## src/rtl/occupancy_counter.sv

```systemverilog
// Multi-lane occupancy counter: per-lane sync/filter and gray-sequence FSM
// feeding a shared saturating count with sticky overflow/underflow flags.
module occupancy_counter #(
  parameter int LANES    = 2,
  parameter int CNT_W    = 8,
  parameter int CAPACITY = 200,
  parameter int FILTER   = 2
) (
  input  logic                 clk,
  input  logic                 reset_n,
  input  logic [2*LANES-1:0]   sensor,
  input  logic                 clr_sticky,
  output logic [CNT_W-1:0]     count,
  output logic                 full,
  output logic                 empty,
  output logic [LANES-1:0]     inc_pulse,
  output logic [LANES-1:0]     dec_pulse,
  output logic [LANES-1:0]     err_pulse,
  output logic                 overflow,
  output logic                 underflow,
  output logic [3*LANES-1:0]   debug_state
);

  localparam int FW = $clog2(FILTER + 1);

  typedef enum logic [2:0] {
    IDLE = 3'd0,
    IN1  = 3'd1,
    IN2  = 3'd2,
    IN3  = 3'd3,
    OUT1 = 3'd4,
    OUT2 = 3'd5,
    OUT3 = 3'd6,
    ERR  = 3'd7
  } state_t;

  for (genvar i = 0; i < LANES; i++) begin : g_lane
    logic [1:0]    s1, s2, held, filt;
    logic [1:0]    cur, fwd, bck;
    logic [FW-1:0] run, run_n;
    state_t        st, st_f, st_b;
    logic          inc, dec, err;

    // run counts consecutive edges at which stage 2 kept its value
    always_comb begin
      if (s2 != held)
        run_n = FW'(1);
      else if (run == FW'(FILTER))
        run_n = run;
      else
        run_n = run + FW'(1);
    end

    always_ff @(posedge clk or negedge reset_n) begin
      if (!reset_n) begin
        s1   <= '0;
        s2   <= '0;
        held <= '0;
        run  <= '0;
        filt <= '0;
      end else begin
        s1   <= sensor[2*i +: 2];
        s2   <= s1;
        held <= s2;
        run  <= run_n;
        if (run_n >= FW'(FILTER))
          filt <= s2;
      end
    end

    // hold value, forward/backward gray neighbours of each path state
    always_comb begin
      cur  = 2'b00;
      fwd  = 2'b00;
      bck  = 2'b00;
      st_f = IDLE;
      st_b = IDLE;
      unique case (st)
        IN1: begin
          cur = 2'b01; fwd = 2'b11; bck = 2'b00;
          st_f = IN2;  st_b = IDLE;
        end
        IN2: begin
          cur = 2'b11; fwd = 2'b10; bck = 2'b01;
          st_f = IN3;  st_b = IN1;
        end
        IN3: begin
          cur = 2'b10; fwd = 2'b00; bck = 2'b11;
          st_f = IDLE; st_b = IN2;
        end
        OUT1: begin
          cur = 2'b10; fwd = 2'b11; bck = 2'b00;
          st_f = OUT2; st_b = IDLE;
        end
        OUT2: begin
          cur = 2'b11; fwd = 2'b01; bck = 2'b10;
          st_f = OUT3; st_b = OUT1;
        end
        OUT3: begin
          cur = 2'b01; fwd = 2'b00; bck = 2'b11;
          st_f = IDLE; st_b = OUT2;
        end
        default: ;
      endcase
    end

    always_ff @(posedge clk or negedge reset_n) begin
      if (!reset_n) begin
        st  <= IDLE;
        inc <= 1'b0;
        dec <= 1'b0;
        err <= 1'b0;
      end else begin
        inc <= 1'b0;
        dec <= 1'b0;
        err <= 1'b0;
        unique case (1'b1)
          (st == IDLE): begin
            unique case (filt)
              2'b01: st <= IN1;
              2'b10: st <= OUT1;
              2'b11: begin
                st  <= ERR;
                err <= 1'b1;
              end
              default: ;
            endcase
          end
          (st == ERR): begin
            if (filt == 2'b00)
              st <= IDLE;
          end
          default: begin
            if (filt == fwd) begin
              st  <= st_f;
              inc <= (st == IN3);
              dec <= (st == OUT3);
            end else if (filt == bck) begin
              st <= st_b;
            end else if (filt != cur) begin
              st  <= ERR;
              err <= 1'b1;
            end
          end
        endcase
      end
    end

    assign inc_pulse[i]          = inc;
    assign dec_pulse[i]          = dec;
    assign err_pulse[i]          = err;
    assign debug_state[3*i +: 3] = st;
  end

  int             n_inc, n_dec, sum;
  logic [CNT_W-1:0] cnt_n;
  logic           ovf_set, unf_set;

  always_comb begin
    n_inc   = 0;
    n_dec   = 0;
    ovf_set = 1'b0;
    unf_set = 1'b0;
    for (int l = 0; l < LANES; l++) begin
      n_inc = n_inc + (inc_pulse[l] ? 1 : 0);
      n_dec = n_dec + (dec_pulse[l] ? 1 : 0);
    end
    sum = int'(count) + n_inc - n_dec;
    if (sum > CAPACITY) begin
      cnt_n   = CNT_W'(CAPACITY);
      ovf_set = 1'b1;
    end else if (sum < 0) begin
      cnt_n   = '0;
      unf_set = 1'b1;
    end else begin
      cnt_n = CNT_W'(sum);
    end
  end

  always_ff @(posedge clk or negedge reset_n) begin
    if (!reset_n) begin
      count     <= '0;
      full      <= 1'b0;
      empty     <= 1'b1;
      overflow  <= 1'b0;
      underflow <= 1'b0;
    end else begin
      count     <= cnt_n;
      full      <= (cnt_n == CNT_W'(CAPACITY));
      empty     <= (cnt_n == '0);
      overflow  <= ovf_set | (overflow & ~clr_sticky);
      underflow <= unf_set | (underflow & ~clr_sticky);
    end
  end

endmodule

```

## config.mk

```make
export PLATFORM = sky130hd
export DESIGN_NAME = occupancy_counter
export DESIGN_NICKNAME = d
export VERILOG_FILES = /design/src/rtl/occupancy_counter.sv
export SDC_FILE = /design/constraint.sdc
export NUM_CORES = 1
export LEC_CHECK = 0
export CAP_MARGIN = 20
export CORE_ASPECT_RATIO = 0.75
export CORE_MARGIN = 1.5
export CORE_UTILIZATION = 41
export DETAILED_ROUTE_END_ITERATION = 7
export GPL_TIMING_DRIVEN = 0
export MAX_ROUTING_LAYER = met4
export PLACE_DENSITY_LB_ADDON = 0.3
export SKIP_LAST_GASP = 1
export SYNTH_ARGS = -nofsm -noshare
export SYNTH_HDL_FRONTEND = slang
export SYNTH_SLANG_ARGS = --single-unit
```

## constraint.sdc

```tcl
create_clock -name clk -period 3.15 [get_ports clk]
set_input_delay 0.63 -clock clk [delete_from_list [all_inputs] [get_ports clk]]
set_output_delay 0.63 -clock clk [all_outputs]
set_load 0.02 [all_outputs]
```

# ---- After elaboration in Yosys (flattened, before gate mapping)
# Index checks and enable logic that the tools add are counted.
dict set report op_classes {
  eq_ne 35
  n_mul 0
  muxes 53
  n_div 0
  reduce_logical 21
  addsub 6
  n_bitwise 5
  n_shift 0
  n_lt_le_gt_ge 4
}
# operator n
set op_table {}
lappend op_table {{3-bit case mux with 4 select lines} 4}
lappend op_table {{2-bit case mux with 3 select lines} 6}
lappend op_table {{3-bit == test, second input constant} 8}
lappend op_table {{3-bit 2-to-1 mux} 8}
lappend op_table {{2-bit OR reduction} 12}
lappend op_table {{1-bit 2-to-1 mux} 23}
lappend op_table {{3-bit case mux with 3 select lines} 2}
lappend op_table {{8-bit 2-to-1 mux} 2}
lappend op_table {{2-bit == test, second input constant} 6}
lappend op_table {{3-bit by 2-bit == test with 1-bit output, second input constant} 4}
lappend op_table {{3-bit case mux with 2 select lines} 2}
lappend op_table {{10-bit by 9-bit greater-than comparator with 1-bit output, second input constant} 1}
lappend op_table {{10-bit by 1-bit < comparator with 1-bit output, second input constant} 1}
lappend op_table {{5-bit nonzero test} 2}
lappend op_table {{9-bit by 2-bit subtractor with 10-bit output} 1}
lappend op_table {{8-bit by 2-bit adder with 9-bit output} 1}
lappend op_table {{2-bit == test} 4}
lappend op_table {{8-bit == test, second input constant} 1}
lappend op_table {{8-bit zero test} 1}
lappend op_table {{2-bit 2-to-1 mux} 4}
lappend op_table {{2-bit != test} 4}
lappend op_table {{4-bit by 1-bit != test with 1-bit output, second input constant} 2}
lappend op_table {{3-bit by 1-bit == test with 1-bit output, second input constant} 2}
lappend op_table {{3-bit zero test} 2}
lappend op_table {{11 further kinds} 21}
dict set report totals {
  ff_bits 44
  romBits 0
  in_bits 7
  mem_count 0
  latch_bits 0
  mem_bits_rw 0
}

# ---- Longest topological paths before layout
# Gate-level depths: netlist of the first run.
dict set report logic_depth {
  word_depth 8
  ltp_mapped 13
}

# ---- Worst setup path before layout of the first run
# Ideal clock, no wire load.
dict set report synth_path {
  path_type {register to register}
  startpoint {register g_lane[0].inc}
  endpoint {register count[0]}
  arrival_time_ns 2.848
  required_ns 3.016
  path_stages_with_launch 13
  setup_slack_ns 0.168
  period_less_slack_ns 2.982
  path_cell_list {dfrtp_1 > fa_1 > inv_1 > fa_1 > inv_1 > ha_1 > fa_1 > a21oi_1 > o211ai_1 > a21oi_1 > xnor2_1 > o311ai_1 > nor2_1}
}
dict set report synth_via {
  elab_chain_cells 7
}
# element line
set synth_rtl {}
lappend synth_rtl {{start: declaration} 42} ;# logic inc, dec, err;
lappend synth_rtl {{start signal: assignment} 136} ;# inc <= (st == IN3);
lappend synth_rtl {{1-bit 2-to-1 mux *} 165} ;# n_inc = n_inc + (inc_pulse[l] ? 1 : 0);
lappend synth_rtl {{1-bit by 1-bit adder with 2-bit output *} 165}
lappend synth_rtl {{8-bit by 2-bit adder with 9-bit output *} 168} ;# sum = int'(count) + n_inc - n_dec;
lappend synth_rtl {{9-bit by 2-bit subtractor with 10-bit output *} 168}
lappend synth_rtl {{10-bit by 1-bit < comparator with 1-bit output} 172} ;# end else if (sum < 0) begin
lappend synth_rtl {{8-bit 2-to-1 mux} 172}
lappend synth_rtl {{8-bit 2-to-1 mux *} 169} ;# if (sum > CAPACITY) begin
lappend synth_rtl {{named net cnt_n[0]} 156} ;# logic [CNT_W-1:0] cnt_n;
lappend synth_rtl {{end signal: assignment} 188} ;# count <= cnt_n;
lappend synth_rtl {{end: declaration} 13} ;# output logic [CNT_W-1:0] count,
# Mark *: on every way through the listed nets, which the timed path passes. The rest lies on a longest branch.
# A chain may end at the register's enable or synchronous reset.

# ---- Worst setup path after layout of the first run
dict set report layout_path {
  startpoint {register g_lane[1].dec}
  endpoint {register empty}
}
dict set report layout_via {
  elab_chain_cells 7
}
# element line
set layout_rtl {}
lappend layout_rtl {{start: declaration} 42}
lappend layout_rtl {{start signal: assignment} 137} ;# dec <= (st == OUT3);
lappend layout_rtl {{1-bit 2-to-1 mux *} 166} ;# n_dec = n_dec + (dec_pulse[l] ? 1 : 0);
lappend layout_rtl {{1-bit by 1-bit adder with 2-bit output *} 166}
lappend layout_rtl {{9-bit by 2-bit subtractor with 10-bit output *} 168}
lappend layout_rtl {{10-bit by 1-bit < comparator with 1-bit output} 172}
lappend layout_rtl {{8-bit 2-to-1 mux} 172}
lappend layout_rtl {{8-bit 2-to-1 mux *} 169}
lappend layout_rtl {{8-bit zero test *} 190} ;# empty <= (cnt_n == '0);
lappend layout_rtl {{end signal: assignment} 190}
lappend layout_rtl {{end: declaration} 15} ;# output logic empty,
# Mark *: on every way between the ends. The rest lies on a longest branch, timed or not.

==> run_results.csv, run 1 <==
group,metric,value,unit
clocking,root_buffer,"clkbuf_8",
grt,grt_pass1_vias,1923,
grt,antenna_found_initial,0,
floorplanning,dieArea,0.007422,sq mm
critical_path,path_class,"flip-flop to flip-flop",
critical_path,cp.arrival,3280,ps
route,num_vias,2255,
place,placed_area,0.003253,sq mm
place,place.detailed.hpwl,4118,um
run_status,outcome,"complete, but fails checks",
finish,syn2layout_area_growth,21.95,%
timing,fmax,326.7,MHz
grt,grt_max_degree,42,
hold_path,min_path_type,"primary input to async pin",
synthesis,ys_seq_area_share,38.91,%
finish,nets,374,
finish,final_cell_area,0.003455,sq mm
timing,rsz0062_at_grt,"true",
finish,n_fill_cell,598,
place,place_congestion,0.8517,
timing,final_max_slew_viol_count,0,
floorplanning,boundaryPins,31,
floorplanning,die_w,98.98,um
synthesis,async_reset_ff_share,100.0,%
finish,diodes,0,
synthesis,syn_inst,303,
clocking,clkSlewWorstSetupHoldPaths,80,ps
synthesis,yosys_warnings,0,
synthesis,synth_top_area_share,37.99,%
grt,grt.total_usage,16.03,%
floorplanning,fp.dieH,74.99,um
synthesis,synth_edf_count,0,
synthesis,synthFlopType,"dfrtp_1",
synthesis,ys_seq_elements,44,
route,ant_nets,0,
route,first_pass_iters,7,
clocking,cts_buffer_depth,2,
finish,final_common_cell,"dfrtp_1",
synthesis,syn_avg_cell_area,9.349,sq um
place,io_buffers,30,
timing,tightest_slew,723.6,ps
timing,finalCriticalPeriod,3061,ps
timing,setup_tns,0,ps
timing,finalHoldViolCount,0,
critical_path,crit_fanout,7,
clocking,cts.sinks,44,
clocking,ctsHtreeMaxLevel,2,
critical_path,end_kind,"flip-flop",
run_status,violations,"DRC",
route,vias_per_cell,5.256,
clocking,cts_hold_buf,0,
clocking,cts_tree,"yes",
synthesis,synth_cell_type_count,61,
grt,grt_pass1_wl,9170,um
floorplanning,core,0.006734,sq mm
synthesis,synth_fp_nets,333,
critical_path,cp_data_required_time,3360,ps
finish,final_util,51.30,%
timing,clock_skew,4.245,ps
critical_path,cp-start-kind,"flip-flop",
synthesis,synth_largest_area_cell,"dfrtp_1",
synthesis,synth_area_leaders,"dfrtp_1, ha_1, inv_1",
route,drc_errors,2,
timing,setup_violations,0,
floorplanning,floorplan.rows,26,
finish,drive_gt1_share,13.91,%
synthesis,netlist_area,0.002833,sq mm
route,drt-total-wl,5596,um
clocking,cts_made_buffers,5,
route,detail_route.wl_per_cell,13.04,um
grt,overflow,0,
floorplanning,start_util,42.07,%
clocking,clk_latency,300,ps
finish,final_cell_mix,"dfrtp_1, inv_1, clkdlybuf4s50_1",
flow_run,cap_violations,0,
route,drtIter0Drc,101,
timing,slew_headroom,51.13,%
timing,fin_crit_sh,97.17,%
synth_stat cells, drive strengths merged (3+ instances only):
library cell / number
a2111oi: 3
a21o: 5
a21oi: 12
a221oi: 3
a31oi: 6
and2: 3
buf: 15
clkbuf: 4
dfrtp: 43
fa: 3
ha: 20
inv: 35
mux2i: 5
nand2: 22
nand2b: 3
nand3: 7
nor2: 21
nor2b: 3
nor3: 10
nor3b: 4
o211ai: 4
o21ai: 13
o311ai: 5
o31ai: 4
or3: 3
xnor2: 7
xor2: 8
cells by family after synthesis:
group | share of synthesized area, %
and+or+nand+nor | 14.97
AOI/OAI and AO/OA | 19.48
buffers and inverters | 8.348
DFF | 38.91
adders and majority gates | 10.95
xor gates and xnor gates | 4.638
muxes | 2.694
state kept, by name (all words and copies together) (netlist names), 2 cells and up:
| signal | count |
|---|---|
| g_lane.err | 2 |
| count | 8 |
| g_lane.held | 4 |
| g_lane.run | 4 |
| g_lane.inc | 2 |
| g_lane.filt | 4 |
| g_lane.st | 6 |
| g_lane.dec | 2 |
| g_lane.s2 | 4 |
| g_lane.s1 | 4 |
path summary, 6_finish.rpt:
kind	slack (ps)	depth (start not counted)	from	to
setup reg to reg	90	13	g_lane[1].dec	empty
min in group clk	350	0	g_lane[0].s1[1]	g_lane[0].s2[1]
hold / removal	130	1	reset_n	g_lane[0].s1[0]
max in group asynchronous	2530	2	reset_n	empty
setup / recovery	90	13	g_lane[1].dec	empty
hold reg to reg	350	0	g_lane[0].s1[1]	g_lane[0].s2[1]
layout make-up:
cell class	instances	area (sq um)	area share, %
repair buffers	34	337.8	9.779
clock inverters	2	10.01	0.2898
plain buffers	19	105.1	3.042
clock buffers	6	82.58	2.390
well taps	84	105.1	3.042
flip-flops and latches	44	1102	31.91
multi-input cells	205	1580	45.74
inverters	35	131.4	3.803
critical path, stage by stage (launching register included):
cell,delay [ps]
dfrtp_1,380
inv_2,50
fa_1,490
inv_1,80
fa_2,190
inv_2,40
ha_4,160
fa_2,380
a21oi_2,170
o211ai_1,110
a21oi_2,310
xnor2_4,220
nand3_2,130
o31ai_4,260
metal layers:
metal  routed length (um)  track usage, %
met1                 3001           24.43
met2                 2301           20.84
met3                  244           3.157
met4                   48           5.397
met5                    0               -
per-stage QoR:
stage               hold WS, ps  cells  setup WS (ps)
finish                    130.5    429          89.30
global route              128.2    429         -61.87
CTS                       122.6    426         0.6686
detailed placement        337.1    418         -199.8
global placement          332.0    417         -166.8
floorplan                 331.2    303          168.0
what timing repair did:
| action | in CTS | in global routing |
|---|---|---|
| endpoints found under the setup margin | 7 | 9 |
| resized for setup | 3 | 14 |
| pin swaps | 1 | 8 |
| hold endpoints to repair | 0 | 0 |
| setup buffers | 0 | 5 |
Power of run 1 is not shown: default switching activity piles up to over one toggle a cycle in this logic, so the estimate is an artifact.
==> inputs of run 2 (changes only) <==
--- a/config.mk
+++ b/config.mk
@@ -7,12 +7,12 @@
 export LEC_CHECK = 0
 export CAP_MARGIN = 20
 export CORE_ASPECT_RATIO = 0.75
-export CORE_MARGIN = 1.5
+export CORE_MARGIN = 2
 export CORE_UTILIZATION = 41
+export CTS_CLUSTER_DIAMETER = 150
 export DETAILED_ROUTE_END_ITERATION = 7
 export GPL_TIMING_DRIVEN = 0
 export MAX_ROUTING_LAYER = met4
-export PLACE_DENSITY_LB_ADDON = 0.3
 export SKIP_LAST_GASP = 1
 export SYNTH_ARGS = -nofsm -noshare
 export SYNTH_HDL_FRONTEND = slang
==> run 2 against run 1 <==
  * The flow now finishes without violations
  * Die area rose by 2.4%
  * Non-clock buffer count unchanged
  * Global-route usage up 1.5 points
  * Fmax decreased by 0.34%
  * Critical path depth unchanged
  * Hold slack gained 29 ps
  * Critical path type unchanged
  * Cell area shrank 0.22%
  * Worst setup slack lost 11 ps
  * Routed wire length increased by 7.2%
  * Count of clock-buffer cells in the layout shrank 1
  * Utilization down 0.36 points
  * Register-to-register slack about the same
==> run_results.csv, run 2 (synthesis gave the netlist of run 1 again) <==
group,metric,value,unit
run_status,outcome,"complete, no violations",
critical_path,rr_worst_depth,13,
timing,rsz0062_at_grt,"true",
finish,multiInputGateArea,0.001584,sq mm
timing,clock_skew,7.807,ps
floorplanning,die_w,99.98,um
clocking,cts_tree,"yes",
clocking,clkSlewWorstSetupHoldPaths,80,ps
hold_path,min_path_type,"primary input to async pin",
finish,nets,374,
timing,fmax,325.6,MHz
floorplanning,floorplan.rows,26,
flow_run,cap_violations,0,
finish,largest_reg_flops,8,
timing,fin_crit_sh,97.50,%
timing,finalHoldViolCount,0,
timing,final_max_slew_viol_count,0,
timing,finalCriticalPeriod,3071,ps
timing,setup_slack,78.75,ps
finish,n_fill_cell,640,
finish,drive_gt1_share,13.37,%
clocking,cts_made_buffers,5,
finish,top_register,"count",
route,drtIter0Drc,133,
clocking,root_buffer,"clkbuf_8",
finish,diodes,0,
route,num_vias,2307,
critical_path,cp_data_required_time,3330,ps
finish,register_area,0.001102,sq mm
finish,syn2layout_area_growth,21.69,%
grt,grt_max_degree,39,
clocking,clk_latency,290,ps
clocking,cts_hold_buf,0,
timing,slew_headroom,44.95,%
critical_path,cp-start-kind,"flip-flop",
grt,antenna_found_initial,0,
floorplanning,start_util,41.86,%
floorplanning,boundaryPins,31,
finish,final_common_cell,"dfrtp_1",
place,io_buffers,30,
timing,hold_slack,159.2,ps
critical_path,r2r_start,"g_lane[0].inc",
route,drt-total-wl,6001,um
place,place_congestion,0.9415,
grt,grt_pass1_vias,2186,
critical_path,path_class,"flip-flop to flip-flop",
floorplanning,fp.dieH,75.99,um
timing,setup_violations,0,
route,drc_errors,0,
clocking,ctsHtreeMaxLevel,2,
critical_path,crit_fanout,7,
finish,final_cell_mix,"dfrtp_1, inv_1, clkdlybuf4s50_1",
finish,reg.largest.list,"count: 8 flops, g_lane.st: 6 flops",
critical_path,r2r-end,"overflow",
grt,grt.total_usage,17.52,%
critical_path,r2r_slack,80,ps
grt,grt_pass1_wl,10550,um
clocking,cts.sinks,44,
place,place.detailed.hpwl,4458,um
route,vias_per_cell,5.390,
route,ant_nets,0,
timing,tightest_slew,815.1,ps
floorplanning,core,0.006766,sq mm
critical_path,cp.arrival,3250,ps
route,detail_route.wl_per_cell,14.02,um
place,place_ws,-232.4,ps
floorplanning,dieArea,0.007597,sq mm
critical_path,end_kind,"flip-flop",
clocking,cts_buffer_depth,2,
route,first_pass_iters,4,
grt,overflow,0,
-- run 2: cell count changes in the layout (fill, tap and decap cells not counted) --
cell,previous run,this run
and3_2,1,0
and3_4,0,1
clkbuf_8,6,5
clkinv_2,2,1
clkinvlp_4,0,1
inv_1,33,34
inv_2,2,1
nand3_1,6,5
nand3_2,1,2
o31ai_1,2,3
o31ai_2,1,0
-- run 2: worst max-delay path by stage --
stage,start,end,slack (ps),cells past startpoint
2_1_floorplan,g_lane[0].inc,count[0],170,12
3_3_place_gp,g_lane[0].inc,count[2],-170,12
3_5_place_dp,g_lane[0].inc,count[2],-230,12
4_1_cts,g_lane[0].inc,count[2],30,12
5_1_grt,g_lane[0].inc,empty,-30,13
6_report,g_lane[0].inc,overflow,80,13
-- run 2: per-stage QoR --
| stage | utilization, % | setup TNS [ps] | instances | cell area, sq um |
|---|---|---|---|---|
| global route | 50.94 | -89.24 | 428 | 3447 |
| floorplan | - | 0 | 303 | 2833 |
| detailed placement | 48.08 | -934.2 | 418 | 3253 |
| global placement | 47.86 | -614.9 | 417 | 3238 |
| finish | 50.94 | 0 | 428 | 3447 |
| CTS | 49.69 | 0 | 425 | 3362 |
-- run 2: per-layer routing --
layer  GRT usage [%]  vias up  part of all wire (%)
met1           26.31     1101                    50
met4           3.562        0                  0.77
met2           24.73       61                    45
met5               -        -                     0
li1                -     1140                     -
met3           3.394        5                   4.6
-- run 2: layout make-up --
type / instances / area share (%)
sequential: 44 / 31.98
clock inverter: 2 / 0.3630
buffer: 19 / 3.049
tap: 84 / 3.049
inverter: 35 / 3.811
clock buffer: 5 / 1.996
timing repair buffer: 34 / 9.800
multi-input combinational: 205 / 45.95
-- run 2: worst max-delay path, cell delays in order, from the launching register on --
cell	delay, ps
dfrtp_1	410
fa_1	550
inv_1	50
fa_2	330
inv_2	80
ha_4	150
fa_2	210
a21oi_2	80
o211ai_1	200
a21oi_2	80
buf_4	160
xnor2_4	280
o31ai_1	130
a22o_1	240
-- run 2: what timing repair did --
action                                 4_1_cts  5_1_grt
resized for setup                            5       12
setup endpoints to repair                    7        9
endpoints found under the hold margin        0        0
pin swaps                                    0        7
buffers inserted                             0        3
Power of run 2 is left out for the same reason.
